$ cat src/rtl/mem_ctrl_pkg.sv
// Shared types and helpers for the two-port byte-serial memory controller.
// Sizes, FSM states and requester identifiers live here so every file agrees.
package mem_ctrl_pkg;

    typedef enum logic [1:0] {
        SZ_BYTE = 2'd0,
        SZ_WORD = 2'd1,
        SZ_LONG = 2'd2,
        SZ_QUAD = 2'd3
    } size_t;

    typedef enum logic [1:0] {
        IDLE  = 2'd0,
        XFER  = 2'd1,
        DRAIN = 2'd2,
        DONE  = 2'd3
    } state_t;

    typedef enum logic {
        PORT_A = 1'b0,
        PORT_B = 1'b1
    } port_t;

    localparam int DATA_W = 64;

    // Number of bytes moved by an access of the given size.
    function automatic logic [3:0] size_bytes(size_t sz);
        return 4'd1 << sz;
    endfunction

endpackage

$ cat src/rtl/mem_ctrl_if.sv
// Requester-side bundle of one controller port: request fields, completion
// pulse, error flag and assembled read data.
interface mem_ctrl_if
    import mem_ctrl_pkg::*;
#(
    parameter int ADDR_W = 15
) ();

    logic              req;
    logic              write;
    size_t             size;
    logic [ADDR_W-1:0] addr;
    logic [DATA_W-1:0] wdata;
    logic              done;
    logic              err;
    logic [DATA_W-1:0] rdata;

    modport master (
        output req, write, size, addr, wdata,
        input  done, err, rdata
    );

    modport slave (
        input  req, write, size, addr, wdata,
        output done, err, rdata
    );

endinterface

$ cat src/rtl/rr_arbiter2.sv
// Two-requester arbiter: a lone request is granted, a tie goes to the port
// that was not granted last (RR != 0) or always to port A (RR == 0).
module rr_arbiter2 #(
    parameter int RR = 1
) (
    input  logic [1:0] req,   // bit 0 = A, bit 1 = B
    input  logic       last,  // 0 = A was granted last, 1 = B
    output logic [1:0] grant  // one-hot, bit 0 = A, bit 1 = B
);

    always_comb begin
        // NOTE: every output of an always_comb gets a default first so no path leaves it unassigned and infers a latch.
        grant = req;
        if (req == 2'b11) begin
            grant = ((RR != 0) && !last) ? 2'b10 : 2'b01;
        end
    end

endmodule

$ cat src/rtl/mem_ctrl.sv
// Shares a byte-wide SPRAM between requesters A and B, turning 1/2/4/8-byte
// big-endian accesses into byte-serial memory cycles.
module mem_ctrl
    import mem_ctrl_pkg::*;
#(
    parameter int ADDR_W = 15,
    parameter int RR     = 1
) (
    input  logic              clk,
    input  logic              rst,
    mem_ctrl_if.slave         a,
    mem_ctrl_if.slave         b,
    output logic [ADDR_W-1:0] mem_addr,
    output logic              mem_write,
    output logic [7:0]        mem_wdata,
    input  logic [7:0]        mem_rdata
);

    state_t              state;
    port_t               port_q;
    port_t               last_q;
    logic                wr_q;
    logic [2:0]          n_m1_q;
    logic [2:0]          k_q;
    logic [ADDR_W-1:0]   addr_q;
    logic [DATA_W-1:0]   wdata_q;
    logic [DATA_W-1:0]   shift_q;
    logic [DATA_W-1:0]   a_rdata_q;
    logic [DATA_W-1:0]   b_rdata_q;
    logic                a_done_q, a_err_q;
    logic                b_done_q, b_err_q;

    logic [1:0]          grant;
    logic                sel_write;
    size_t               sel_size;
    logic [ADDR_W-1:0]   sel_addr;
    logic [DATA_W-1:0]   sel_wdata;
    logic [2:0]          sel_n_m1;
    logic                sel_misaligned;
    logic [2:0]          byte_idx;

    rr_arbiter2 #(.RR(RR)) u_arb (
        .req   ({b.req, a.req}),
        .last  (last_q),
        .grant (grant)
    );

    always_comb begin
        sel_write = a.write;
        sel_size  = a.size;
        sel_addr  = a.addr;
        sel_wdata = a.wdata;
        if (grant[1]) begin
            sel_write = b.write;
            sel_size  = b.size;
            sel_addr  = b.addr;
            sel_wdata = b.wdata;
        end
        sel_n_m1       = 3'(size_bytes(sel_size) - 4'd1);
        sel_misaligned = |(sel_addr[2:0] & sel_n_m1);
    end

    // Memory side depends only on registered state, never on a request input.
    always_comb begin
        byte_idx  = n_m1_q - k_q;
        mem_addr  = addr_q + ADDR_W'(k_q);
        mem_write = (state == XFER) && wr_q;
        mem_wdata = wdata_q[{byte_idx, 3'b000} +: 8];
    end

    always_ff @(posedge clk or posedge rst) begin
        if (rst) begin
            state     <= IDLE;
            port_q    <= PORT_A;
            last_q    <= PORT_B;
            wr_q      <= 1'b0;
            n_m1_q    <= 3'd0;
            k_q       <= 3'd0;
            addr_q    <= '0;
            wdata_q   <= '0;
            shift_q   <= '0;
            a_rdata_q <= '0;
            b_rdata_q <= '0;
            a_done_q  <= 1'b0;
            a_err_q   <= 1'b0;
            b_done_q  <= 1'b0;
            b_err_q   <= 1'b0;
        end else begin
            // NOTE: state registers use non-blocking assignments so every register samples pre-edge values.
            a_done_q <= 1'b0;
            a_err_q  <= 1'b0;
            b_done_q <= 1'b0;
            b_err_q  <= 1'b0;
            case (state)
                IDLE: begin
                    if (|grant) begin
                        port_q  <= port_t'(grant[1]);
                        last_q  <= port_t'(grant[1]);
                        wr_q    <= sel_write;
                        n_m1_q  <= sel_n_m1;
                        addr_q  <= sel_addr;
                        wdata_q <= sel_wdata;
                        k_q     <= 3'd0;
                        shift_q <= '0;
                        if (sel_misaligned) begin
                            state    <= DONE;
                            a_done_q <= !grant[1];
                            a_err_q  <= !grant[1];
                            b_done_q <= grant[1];
                            b_err_q  <= grant[1];
                        end else begin
                            state <= XFER;
                        end
                    end
                end
                XFER: begin
                    // Read data lags its address by one cycle, so k=0 has nothing to capture.
                    if (!wr_q && (k_q != 3'd0)) begin
                        shift_q <= {shift_q[DATA_W-9:0], mem_rdata};
                    end
                    if (k_q == n_m1_q) begin
                        if (wr_q) begin
                            state    <= DONE;
                            a_done_q <= (port_q == PORT_A);
                            b_done_q <= (port_q == PORT_B);
                        end else begin
                            state <= DRAIN;
                        end
                    end else begin
                        k_q <= k_q + 3'd1;
                    end
                end
                DRAIN: begin
                    state    <= DONE;
                    a_done_q <= (port_q == PORT_A);
                    b_done_q <= (port_q == PORT_B);
                    if (port_q == PORT_A) begin
                        a_rdata_q <= {shift_q[DATA_W-9:0], mem_rdata};
                    end else begin
                        b_rdata_q <= {shift_q[DATA_W-9:0], mem_rdata};
                    end
                end
                DONE: begin
                    state <= IDLE;
                end
                default: begin
                    state <= IDLE;
                end
            endcase
        end
    end

    assign a.done  = a_done_q;
    assign a.err   = a_err_q;
    assign a.rdata = a_rdata_q;
    assign b.done  = b_done_q;
    assign b.err   = b_err_q;
    assign b.rdata = b_rdata_q;

endmodule

$ cat src/flat_wrapper.sv
// flat-port wrapper written by rule: the top's interface ports become plain ports
module mem_ctrl_flat import mem_ctrl_pkg::*;
#(
    parameter int ADDR_W = 15,
    parameter int RR     = 1
)
  (clk, rst, mem_addr, mem_write, mem_wdata, mem_rdata, a_req, a_write, a_size, a_addr, a_wdata, a_done, a_err, a_rdata, b_req, b_write, b_size, b_addr, b_wdata, b_done, b_err, b_rdata);
  mem_ctrl_if #(.ADDR_W(ADDR_W)) a_i ();
  mem_ctrl_if #(.ADDR_W(ADDR_W)) b_i ();
  input  logic clk;
  input  logic rst;
  output logic [ADDR_W-1:0] mem_addr;
  output logic mem_write;
  output logic [7:0] mem_wdata;
  input  logic [7:0] mem_rdata;
  input wire logic [$bits(a_i.req)-1:0] a_req;
  input wire logic [$bits(a_i.write)-1:0] a_write;
  input wire logic [$bits(a_i.size)-1:0] a_size;
  input wire logic [$bits(a_i.addr)-1:0] a_addr;
  input wire logic [$bits(a_i.wdata)-1:0] a_wdata;
  output wire logic [$bits(a_i.done)-1:0] a_done;
  output wire logic [$bits(a_i.err)-1:0] a_err;
  output wire logic [$bits(a_i.rdata)-1:0] a_rdata;
  input wire logic [$bits(b_i.req)-1:0] b_req;
  input wire logic [$bits(b_i.write)-1:0] b_write;
  input wire logic [$bits(b_i.size)-1:0] b_size;
  input wire logic [$bits(b_i.addr)-1:0] b_addr;
  input wire logic [$bits(b_i.wdata)-1:0] b_wdata;
  output wire logic [$bits(b_i.done)-1:0] b_done;
  output wire logic [$bits(b_i.err)-1:0] b_err;
  output wire logic [$bits(b_i.rdata)-1:0] b_rdata;
  assign a_i.req = a_req;
  assign a_i.write = a_write;
  assign a_i.size = a_size;
  assign a_i.addr = a_addr;
  assign a_i.wdata = a_wdata;
  assign a_done = a_i.done;
  assign a_err = a_i.err;
  assign a_rdata = a_i.rdata;
  assign b_i.req = b_req;
  assign b_i.write = b_write;
  assign b_i.size = b_size;
  assign b_i.addr = b_addr;
  assign b_i.wdata = b_wdata;
  assign b_done = b_i.done;
  assign b_err = b_i.err;
  assign b_rdata = b_i.rdata;
  mem_ctrl #(.ADDR_W(ADDR_W), .RR(RR)) u_core (.clk(clk), .rst(rst), .a(a_i), .b(b_i), .mem_addr(mem_addr), .mem_write(mem_write), .mem_wdata(mem_wdata), .mem_rdata(mem_rdata));
endmodule
$ cat config.mk
export PLATFORM = sky130hd
export DESIGN_NAME = mem_ctrl_flat
export DESIGN_NICKNAME = d
export VERILOG_FILES = /design/src/rtl/mem_ctrl_pkg.sv /design/src/rtl/mem_ctrl_if.sv /design/src/rtl/rr_arbiter2.sv /design/src/rtl/mem_ctrl.sv /design/src/flat_wrapper.sv
export SDC_FILE = /design/constraint.sdc
export NUM_CORES = 1
export LEC_CHECK = 0
export ABC_CLOCK_PERIOD_IN_PS = 11400
export CAP_MARGIN = 20
export CORE_UTILIZATION = 48
export DETAILED_ROUTE_END_ITERATION = 8
export PLACE_DENSITY = 0.8
export SLEW_MARGIN = 10
export SYNTH_ARGS = -nofsm -noshare
export SYNTH_HDL_FRONTEND = slang
export SYNTH_SLANG_ARGS = --single-unit
$ cat constraint.sdc
create_clock -name clk -period 11.4 [get_ports clk]
set_input_delay 2.28 -clock clk [delete_from_list [all_inputs] [get_ports clk]]
set_output_delay 2.28 -clock clk [all_outputs]
set_load 0.01 [all_outputs]
# Yosys cells after proc, flatten, opt, wreduce, memory -nomap -nowiden
# Index checks and enable logic that the tools add are counted.
# classes
bitwise_logic	2
n_eq_ne	9
n_reduce_logical	15
n_addsub	4
n_shift	2
mux	29
# ops
op	count
56-bit two-way mux	2
56-bit one-hot mux with 2 select lines	1
64-bit two-way mux	1
64-bit by 7-bit variable part select with 8-bit output	1
15-bit by 3-bit adder with 15-bit output	1
15-bit two-way mux	1
1-bit two-way mux	12
2-bit two-way mux	6
2-bit one-hot mux with 4 select lines	1
2-bit AND reduction	4
2-bit == test (second input constant)	3
3-bit two-way mux	2
2-bit inequality test (second input constant)	3
1-bit one-hot mux with 3 select lines	2
3-bit one-hot mux with 2 select lines	1
3-bit AND reduction	2
3-bit by 1-bit adder with 3-bit output (second input constant)	1
3-bit bitwise AND	1
3-bit == test	1
3-bit nonzero test	1
3-bit OR reduction	1
1-bit by 2-bit left shift with 3-bit output (first input constant)	1
3-bit by 1-bit subtractor with 3-bit output (second input constant)	1
3-bit subtractor	1
8 further kinds	10
# word_totals
reg_bits	278
elab_cells	76
input_bits	176
out_inout_bits	156

# Longest topological paths before layout
# depth
depth_word	10
ltp_mapped	9

# Modules after synthesis
# Synthesis repeated with hierarchy kept, for this count alone.
# hier_totals
hier_cells	1029
hier_area_um2	12145.4
# modules_own_cells
mod	instances	cells_each	area_each_um2	seq_area_each_um2
mem_ctrl	1	1026	12126.6	6957.9
rr_arbiter2	1	3	18.8	0.0

# Worst setup path before layout
# No wires, ideal clock.
# synth_path
path_type	register to output
start	reg u_core.k_q[0]
end	out mem_wdata[0]
path_stages_with_launch	7
required_time_ns	9.120
arrival_time_ns	2.103
setup_slack_ns	7.017
cell_sequence	dfrtp_1 ha_1 inv_1 fa_1 buf_2 mux4_2 o21a_1
# synth_via
elab_chain_cells	2
# synth_lines
item	line_no	rtl
start, declared	mem_ctrl.sv:24	logic [2:0] k_q;
start signal, assigned	mem_ctrl.sv:130	k_q <= k_q + 3'd1;
3-bit subtractor	mem_ctrl.sv:65	byte_idx = n_m1_q - k_q;
64-bit by 7-bit variable part select with 8-bit output	mem_ctrl.sv:68	mem_wdata = wdata_q[{byte_idx, 3'b000} +: 8];
end, declared	flat_wrapper.sv:14	output logic [7:0] mem_wdata;
# No other way between the ends.

# Worst setup path in the final report
# layout_path
start	reg u_core.k_q[0]
end	out mem_wdata[7]
# The elaborated chain is that of the path after synthesis.

==> summary.md <==
| Metric | Value |
|---|---|
| Status | `completed` |
| Commonest cells after routing, fill and taps aside | `clkdlybuf4s50_1, dfrtp_1, nand2_1` |
| Setup crit end kind | `output port` |
| Pwr/cell area | `281 nW/um^2` |
| Relative slew slack | `30.6%` |
| Clock sink total | `278` |
| Final TNS setup | `0 ns` |
| CTS root buffer | `clkbuf_16` |
| # hold bufs at CTS | `0` |
| WP data arrival | `3.74 ns` |
| DRC | `0` |
| Worst-Margin Slew | `1.04 ns` |
| CP cell instances | `ha_1 > inv_1 > fa_1 > nand2b_1 > nor4_1 > a211oi_1 > and3_1 > clkdlybuf4s50_1` |
| Reg clk slew, reported paths | `0.06 ns` |
| Most common cell after layout, fill and taps aside | `clkdlybuf4s50_1` |
| Syn Area/Cell | `10.7 sq um` |
| Reg2Reg Setup Slack | `8.49 ns` |
| Pleak | `7.45 nW` |
| Largest net degree at the start of global routing | `143` |
| Flop pwr share | `33.5%` |
| Clock Skews | `0.0114 ns` |
| DRT Pass-1 Iters | `9` |
| Crit-path max FO | `14` |
| Setup violations, final | `0` |
| Kind of critical path | `reg2out` |
| Capturing point of the worst reg2reg path | `u_core.shift_q[2]` |
| Top-Level Pins | `332` |
| Hold Crit Start | `u_core.last_q` |
| PostCTS Resize Cnt | `0` |
| CTS buffer count | `29` |
| Layout overhead on the synthesized area | `39.1%` |
| First-pass GRT wire length | `54.0 mm` |
| Max clock buf depth | `3` |
| Vias | `9848` |
| Fin cells | `1766` |
| Path depth of the worst reg2reg path | `7` |
| Crit start category | `flop` |
| Rows | `57` |
| Vias in the first global route | `9803` |
| Skew-Pair Late Insertion Delay | `0.54 ns` |
| CTS tree | `yes` |
| Hold Path End | `u_core.last_q` |
| Layout cell share with drive strength beyond 1 | `6.90%` |
| Synthesized area | `11900 sq um` |
| Number of synthesized flops with an enable pin | `0` |
| Final period utilization | `52.8%` |
| Placed instance count | `1703` |
| CP max stage cell | `fa_1` |
| Net Sw Frac | `36.3%` |
| # fillers | `1811` |
| Hold Path Class | `reg2reg` |
| CP max stage delay | `0.99 ns` |
| Top FF cell, synth | `dfrtp_1` |
| Slew Viols, Final | `0` |
| Worst Hold Depth | `2` |
| FF+latch area | `6960 sq um` |
| Iter 0 DRT Violations | `1041` |
| Core Footprint | `24300 sq um` |
| Internal | `0.00297 W` |
| Final Critical Period | `6.02 ns` |
| Yosys reg bits | `278` |
| Register area share after synthesis | `58.4%` |
| DP HPWL | `23.0 mm` |
| WP depth | `8` |
| WP buf/inv | `2` |
| Die Height | `160 um` |
| All-Layer GR Usage | `26.8%` |
| Post-synthesis net count | `1303` |
| Logic pwr share | `44.3%` |
| Initial Util | `49.0%` |
| Overflow after GRT | `0` |
| H-tree levels | `1` |
| Vias/cell | `5.58` |
| Drt total wl | `33.9 mm` |
| IO buf count | `331` |
| Clock share of power | `22.3%` |
| Max_cap viols | `0` |
| Final antenna-violating net count | `0` |
| Fmax | `166 MHz` |
| GP Congestion | `0.909` |
| Final Hold Fails | `0` |
| Delay-heaviest family, CP | `adder cells` |
| Unrepaired setup endpoints after global routing | `false` |
| Setup Fix Bufs, Post-CTS | `0` |
| Final Net Count | `1601` |
| Initial antenna violation count | `8` |
| Average wire per cell in the routed design | `19.2 um` |
| Die area | `25500 sq um` |
| Multi-input logic area | `4120 sq um` |
| Async set-reset flop share out of synthesis | `100%` |
| WP data required | `9.12 ns` |
| Cell variety after synth | `52` |
| Overall die width | `160 um` |
| Yosys warns | `0` |
| Worst reg2reg startpoint | `u_core.state[1]` |
| Cells after Synth | `1114` |
| Sw Pwr | `0.00169 W` |
| Peak supply drop | `0.000207 V` |
## worst min-delay path, cell delays in order, from the launching register on
cell and delay [ns]:
dfstp_2 0.37, nand2_1 0.05, nand2_1 0.05
## cell families (layout without fill, tap and decap cells)
logic type,after synthesis,after routing,share of synthesized area (%)
compound gates,260,260,14.9
mux,87,87,8.28
buf+inv,225,545,7.48
fa+ha+maj,13,13,1.49
xor+xnor,16,16,1.31
other cells,0,8,0
simple gates,235,235,8.09
flops,278,278,58.4
## stage by stage
step | setup WS (ns) | power, W | util (%) | area, sq um | hold slack [ns]
after global routing | 5.10 | 0.00492 | 68.1 | 16600 | 0.487
after detailed placement | 6.02 | 0.00360 | 63.5 | 15400 | 0.458
after global placement | 6.13 | 0.00355 | 63.5 | 15400 | 0.455
after floorplan | 1.46 | 0.00271 | - | 11900 | 0.446
final | 5.38 | 0.00466 | 68.1 | 16600 | 0.468
after CTS | 5.43 | 0.00466 | 67.8 | 16500 | 0.469
## layout make-up
class / count / area share, %
diodes: 8 / 0.121
flip-flops and latches: 278 / 42.0
well taps: 324 / 2.45
inverters: 150 / 3.44
clock inverters: 15 / 1.48
multi-input cells: 611 / 24.8
repair buffers: 342 / 20.7
clock buffers: 38 / 4.95
## routing by layer
layer	vias up	part of all wire (%)	global-route usage [%]
met5	-	0	0
met4	0	3.2	9.62
met3	68	6.7	4.85
met2	395	49	42.9
met1	4930	41	36.7
li1	4455	-	-
## cell usage after synthesis (5+ instances only)
| cell type | number | area share [%] |
|---|---|---|
| o22ai_1 | 15 | 0.79 |
| clkbuf_1 | 51 | 1.6 |
| mux2_2 | 18 | 1.7 |
| a222oi_1 | 77 | 6.5 |
| o21ai_0 | 136 | 5.7 |
| xor2_1 | 6 | 0.44 |
| nor2_1 | 11 | 0.35 |
| nand2_1 | 193 | 6.1 |
| mux4_2 | 7 | 1.3 |
| buf_1 | 5 | 0.16 |
| xnor2_1 | 9 | 0.66 |
| inv_1 | 150 | 4.7 |
| buf_2 | 13 | 0.55 |
| ha_1 | 11 | 1.2 |
| a21oi_1 | 6 | 0.25 |
| nand2b_1 | 7 | 0.37 |
| o21a_1 | 7 | 0.44 |
| dfrtp_1 | 277 | 58 |
| mux2i_1 | 61 | 5.1 |
## worst max path at each step
stage                       start            end  slack (ns)
CTS                 u_core.k_q[0]   mem_wdata[7]        5.43
global route        u_core.k_q[0]   mem_wdata[7]        5.10
floorplan                     rst  u_core.a.done        1.46
finish              u_core.k_q[0]   mem_wdata[7]        5.38
detailed placement  u_core.k_q[0]   mem_wdata[7]        6.02
global placement    u_core.k_q[0]   mem_wdata[7]        6.13
## sequential cells by signal (all words and copies together) (netlist names)
| signal | count |
|---|---|
| u_core.b.err | 1 |
| u_core.last_q | 1 |
| u_core.addr_q | 15 |
| u_core.a.done | 1 |
| u_core.a.rdata | 64 |
| u_core.b.rdata | 64 |
| u_core.k_q | 3 |
| u_core.wr_q | 1 |
| u_core.state | 2 |
| u_core.a.err | 1 |
| u_core.b.done | 1 |
| u_core.port_q | 1 |
| u_core.n_m1_q | 3 |
| u_core.shift_q | 56 |
| u_core.wdata_q | 64 |
## power groups by stage
stage	Clock [W]	Combinational (W)	Sequential, W
3_3_place_gp	0	0.00199	0.00156
5_1_grt	0.00110	0.00223	0.00159
2_1_floorplan	0	0.00115	0.00156
4_1_cts	0.00106	0.00205	0.00155
6_report	0.00104	0.00206	0.00156
3_5_place_dp	0	0.00204	0.00156
(Power assumes the default switching activity.)
